`src/rtl/vec_mac_array.sv`:
```
// rtl/vec_mac_array.sv - pipelined signed fixed-point vector multiplier with elementwise and dot-product modes
`timescale 1ns/1ps
module vec_mac_array #(
  parameter int LANES = 4,
  parameter int W     = 16,
  parameter int FRAC  = 8,
  parameter int ACC_W = 48
) (
  input  logic                 clk,
  input  logic                 rst_n,
  input  logic                 in_valid,
  output logic                 in_ready,
  input  logic                 in_mode,
  input  logic                 in_last,
  input  logic [LANES*W-1:0]   in_a,
  input  logic [LANES*W-1:0]   in_b,
  output logic                 out_valid,
  input  logic                 out_ready,
  output logic [LANES*W-1:0]   out_y,
  output logic                 out_ovf
);

  localparam int PW = 2 * W;
  localparam logic signed [PW:0]      HALF_E = {{PW{1'b0}}, 1'b1} << (FRAC - 1);
  localparam logic signed [ACC_W-1:0] HALF_D = {{(ACC_W-1){1'b0}}, 1'b1} << (FRAC - 1);
  localparam logic [W-1:0]            MAX_W  = {1'b0, {(W-1){1'b1}}};
  localparam logic [W-1:0]            MIN_W  = {1'b1, {(W-1){1'b0}}};

  logic adv;
  assign adv      = !out_valid | out_ready;
  assign in_ready = adv;

  logic                   s1_valid;
  logic                   s1_mode;
  logic                   s1_last;
  logic signed [PW-1:0]   s1_p [LANES];
  logic signed [PW-1:0]   prod [LANES];
  logic signed [ACC_W-1:0] acc;

  always_comb begin
    for (int i = 0; i < LANES; i++) begin
      prod[i] = PW'($signed(in_a[(LANES-1-i)*W +: W])) * PW'($signed(in_b[(LANES-1-i)*W +: W]));
    end
  end

  always_ff @(posedge clk or negedge rst_n) begin
    if (!rst_n) begin
      s1_valid <= 1'b0;
      s1_mode  <= 1'b0;
      s1_last  <= 1'b0;
      for (int i = 0; i < LANES; i++) s1_p[i] <= '0;
    end else if (adv) begin
      s1_valid <= in_valid;
      if (in_valid) begin
        s1_mode <= in_mode;
        s1_last <= in_last;
        for (int i = 0; i < LANES; i++) s1_p[i] <= prod[i];
      end
    end
  end

  // Rounded value fits W bits iff its bits [top:W-1] are all equal.
  logic signed [PW:0]      ew_r;
  logic [W-1:0]            ew_lane;
  logic [LANES*W-1:0]      ew_y;
  logic                    ew_ovf;
  logic signed [ACC_W-1:0] dot_s;
  logic signed [ACC_W-1:0] dot_t;
  logic signed [ACC_W-1:0] dot_r;
  logic [W-1:0]            dot_lane;
  logic [LANES*W-1:0]      dot_y;
  logic                    dot_ovf;

  always_comb begin
    ew_r    = '0;
    ew_lane = '0;
    ew_y    = '0;
    ew_ovf  = 1'b0;
    for (int i = 0; i < LANES; i++) begin
      ew_r = ($signed({s1_p[i][PW-1], s1_p[i]}) + HALF_E) >>> FRAC;
      if ((&ew_r[PW:W-1]) || !(|ew_r[PW:W-1])) begin
        ew_lane = ew_r[W-1:0];
      end else begin
        ew_lane = ew_r[PW] ? MIN_W : MAX_W;
        ew_ovf  = 1'b1;
      end
      ew_y[(LANES-1-i)*W +: W] = ew_lane;
    end

    dot_s = '0;
    for (int i = 0; i < LANES; i++) begin
      dot_s = dot_s + ACC_W'(s1_p[i]);
    end
    dot_t = acc + dot_s;
    dot_r = (dot_t + HALF_D) >>> FRAC;
    if ((&dot_r[ACC_W-1:W-1]) || !(|dot_r[ACC_W-1:W-1])) begin
      dot_lane = dot_r[W-1:0];
      dot_ovf  = 1'b0;
    end else begin
      dot_lane = dot_r[ACC_W-1] ? MIN_W : MAX_W;
      dot_ovf  = 1'b1;
    end
    dot_y = '0;
    dot_y[LANES*W-1 -: W] = dot_lane;
  end

  // Elementwise beats bypass acc so an interleaved dot vector resumes intact.
  always_ff @(posedge clk or negedge rst_n) begin
    if (!rst_n) begin
      out_valid <= 1'b0;
      out_y     <= '0;
      out_ovf   <= 1'b0;
      acc       <= '0;
    end else if (adv) begin
      if (s1_valid && !s1_mode) begin
        out_valid <= 1'b1;
        out_y     <= ew_y;
        out_ovf   <= ew_ovf;
      end else if (s1_valid && s1_last) begin
        out_valid <= 1'b1;
        out_y     <= dot_y;
        out_ovf   <= dot_ovf;
        acc       <= '0;
      end else begin
        out_valid <= 1'b0;
        if (s1_valid) acc <= dot_t;
      end
    end
  end

endmodule

```
`config.mk`:
```
export PLATFORM = sky130hd
export DESIGN_NAME = vec_mac_array
export DESIGN_NICKNAME = d
export VERILOG_FILES = /design/src/rtl/vec_mac_array.sv
export SDC_FILE = /design/constraint.sdc
export NUM_CORES = 2
export LEC_CHECK = 0
export ABC_AREA = 1
export CORE_MARGIN = 2
export CORE_UTILIZATION = 50
export CTS_BUF_LIST = sky130_fd_sc_hd__clkbuf_2 sky130_fd_sc_hd__clkbuf_4 sky130_fd_sc_hd__clkbuf_8
export CTS_CLUSTER_DIAMETER = 80
export CTS_CLUSTER_SIZE = 8
export DETAILED_ROUTE_END_ITERATION = 10
export GPL_TIMING_DRIVEN = 0
export MAX_ROUTING_LAYER = met4
export PLACE_DENSITY = 0.73
export SLEW_MARGIN = 15
export SYNTH_ARGS = -nofsm -noshare
export SYNTH_HDL_FRONTEND = slang
export SYNTH_SLANG_ARGS = --single-unit
```
`constraint.sdc`:
```
create_clock -name clk -period 5.25 [get_ports clk]
set_clock_uncertainty 0.1 [all_clocks]
set_input_delay 0.7875 -clock clk [delete_from_list [all_inputs] [get_ports clk]]
set_output_delay 0.7875 -clock clk [all_outputs]
set_load 0.01 [all_outputs]
```
==> impl_metrics.tcl <==
set metrics [dict create \
    outcome "finished, violations left" \
    violations "negative setup slack" \
    num-nets-final 10100 \
    cts_buffers 38 \
    synth_edf_count 0 \
    place_area_um2 64700 \
    layout_setup_ws_ns -0.621 \
    clock_latency_ns 0.64 \
    antenna_found_initial 5 \
    rsz0062_at_grt "true" \
    overflow 0 \
    synthTopCellsByArea "fa_1, inv_1, nand2_1, dfrtp_1, ha_1" \
    crit_buf_inv 7 \
    fill_cells 9687 \
    vias 53100 \
    rrSetupSlack_ns -0.44 \
    dr.first_iter.drc_count 4837 \
    ios 201 \
    worstSetupPathType "input port to register" \
    globalplace.congestion 1.01 \
    tightest_slew_ns 1.22 \
    period_share_pct 112 \
    finalNonFillerCells 9979 \
    drive_above_1_share_pct 22.5 \
    grtUsageTotal_pct 33.4 \
    crit_slowest_cell "fa_2" \
    place_inst 9478 \
    max-cap-violations 0 \
    start_util_pct 50.5 \
    grt_pass1_wl_um 304000 \
    grt_start_max_net_pins 96 \
    yosysTopAreaCell "fa_1" \
    coreArea_um2 118000 \
    syn_avg_cell_area_um2 7.65 \
    cts_sinks 245 \
    r2r_cells 33 \
    cts-root-buf "clkbuf_8" \
    routed_wl_um 198000 \
    min_period_ns 5.87 \
    critPathCaptureType "register" \
    firstDrtPassIters 8 \
    numPortBuffers 138 \
    drc 0 \
    startpoint_type "input port" \
    dieArea_um2 122000 \
    ant_nets 0 \
    worstReg2RegEnd "out_y[59]" \
    finish.utilization_pct 64.0 \
    slowest_delay_ns 0.58 \
    syn_area_um2 59700 \
    num_rows 126 \
    ys_seq_area_share_pct 10.3 \
    finalHoldViolCount 0 \
    avgViaCountPerCell 5.32 \
    detailed_place_hpwl_um 157000 \
    die_height_um 349 \
    setup.worst_path.start "in_a[29]" \
    place_ws_ns -2.56 \
    arrival_ns 6.25 \
    path_depth 25 \
    clkTransAtPathRegs_ns 0.07 \
    ys_ff_latch 245 \
    grt_pass1_vias 54600 \
    synthCells 7802 \
    cts_buffer_depth 3 \
    ys_types 52 \
    syn_nets 9477 \
    hold_class "input port to async pin" \
    wl_per_cell_um 19.8 \
    cts_tree "yes" \
    cts_hold_buf 0 \
    synth_warnings 0 \
    post-route-cell-area_um2 75700 \
    slew-limit-headroom_pct 18.4 \
    die_x_um 349 \
    critPathRequiredTime_ns 5.63 \
    regToRegStartpoint "s1_p[5]" \
    ys.flop_type "dfrtp_1" \
    synth_top_area_share_pct 38.9 \
    cp_top_family "adder cells" \
    drv_slew 0 \
    htreeDepth 2 \
    async_reset_ff_share_pct 100 \
    setup_viol 80 \
    synthToLayoutAreaGrowth_pct 26.9 \
    critical_path.max_fanout 8 \
    max_freq_ghz 0.170 \
]
[layout by cell type, fill, tap and decap left out, types with 24 or more instances in the layout]
master           synthesis  layout
clkbuf_8                 1      93
nor3_1                  44      33
nand4_1                 58      58
or2_2                   65      54
xnor2_1                 90      55
buf_8                    0      32
inv_2                   17     170
nand2_4                  1      96
clkdlybuf4s50_1          0      71
nor2_1                 284     203
inv_1                 2137    1974
o21ai_2                  8      35
clkbuf_1               234      52
nor2_4                   8      60
dfrtp_1                245     232
buf_6                    3      91
a21oi_4                  2      32
buf_4                    2     370
nand2_1               2094    1800
nor2_2                  20      49
a21oi_2                  2      49
o21ai_1                 11      90
nand2_2                 24     221
ha_4                     0     120
clkbuf_16                0      99
a21oi_1                205     128
ha_1                   382     253
nand3_2                  8      30
xor2_1                  96      86
nand3_1                191     147
buf_12                   0      30
fa_1                  1159    1101
o22ai_1                 33      33
xnor2_2                  0      32
o21ai_0                260     145
fa_2                     0      58
nand3_4                  2      24
[layout make-up]
type	count	area (µm²)	area share, %
Timing Repair Buffer	592	5550	7.32
Tap cell	1536	1920	2.54
Inverter	2159	8140	10.7
Sequential cell	245	6150	8.12
Clock buffer	40	551	0.727
Multi-Input combinational cell	5153	49600	65.5
Buffer	245	3720	4.92
Antenna cell	3	7.51	0.00991
Clock inverter	6	78.8	0.104
[through the flow]
step	setup TNS (ns)	hold WS (ns)
final	-25.27	0.0118
after CTS	-15.15	0.0212
after detailed placement	-181.72	0.368
after global placement	-1967.81	0.364
after floorplan	-31.82	0.352
after global routing	-37.97	0.0574
[cell usage after synthesis (3+ instances only)]
library cell	instances
or2_2	65
nor3_1	44
nand3_1	191
nand3b_1	10
a21boi_0	13
fa_1	1159
xnor2_1	90
o21ai_1	11
inv_2	17
inv_1	2137
a21o_1	11
nand4_1	58
o21ai_0	260
o31ai_1	5
o21ai_2	8
o21bai_1	10
a31oi_1	13
nor2_2	20
nand3_2	8
buf_6	3
o22ai_1	33
o211ai_1	4
o21a_1	11
nand2_1	2094
xor2_1	96
nor2_4	8
a21oi_1	205
nand2_2	24
nor4_1	15
ha_1	382
buf_2	4
clkinv_1	5
dfrtp_1	245
nor2_1	284
clkbuf_1	234
[registers in the layout, summed over array words and instances, names as in the netlist]
signal / cells
s1_last: 1
acc: 48
s1_p: 128
s1_mode: 1
s1_valid: 1
out_y: 64
out_ovf: 1
out_valid: 1
[kinds of logic (layout without fill, tap and decap cells)]
| kind of cell | after synthesis | in the layout | share of synthesized area, % |
|---|---|---|---|
| and+or+nand+nor | 2834 | 2834 | 19.5 |
| adders and majority gates | 1541 | 1541 | 46.9 |
| DFF | 245 | 245 | 10.3 |
| AOI/OAI and AO/OA | 592 | 592 | 5.41 |
| other | 0 | 3 | 0 |
| xor gates and xnor gates | 186 | 186 | 2.73 |
| buffers and inverters | 2404 | 3042 | 15.2 |
[repair_timing]
action,CTS,global route
cloned,12,1
pin swaps,375,335
hold endpoints to repair,0,0
setup endpoints to repair,112,88
setup buffers,337,124
resized for setup,1558,508
[metal layers]
metal  part of all wire (%)  track usage, %  routed length [µm]
met5                      0               -                   0
met4                    4.1            10.7                8210
met3                    8.5            5.48               16800
met2                     46            52.6               91800
met1                     41            44.1               81100
[worst max path at each step]
| stage | slack [ns] | to |
|---|---|---|
| final | -0.62 | s1_p[63] |
| after global routing | -0.75 | s1_p[61] |
| after CTS | -0.54 | s1_p[63] |
| after detailed placement | -2.56 | s1_p[60] |
| after global placement | -7.33 | s1_p[22] |
| after floorplan | -0.89 | s1_p[92] |
Power is left out: the tool's default activity adds up to more than one toggle a clock period on the data nets, which glitch-free logic cannot reach.
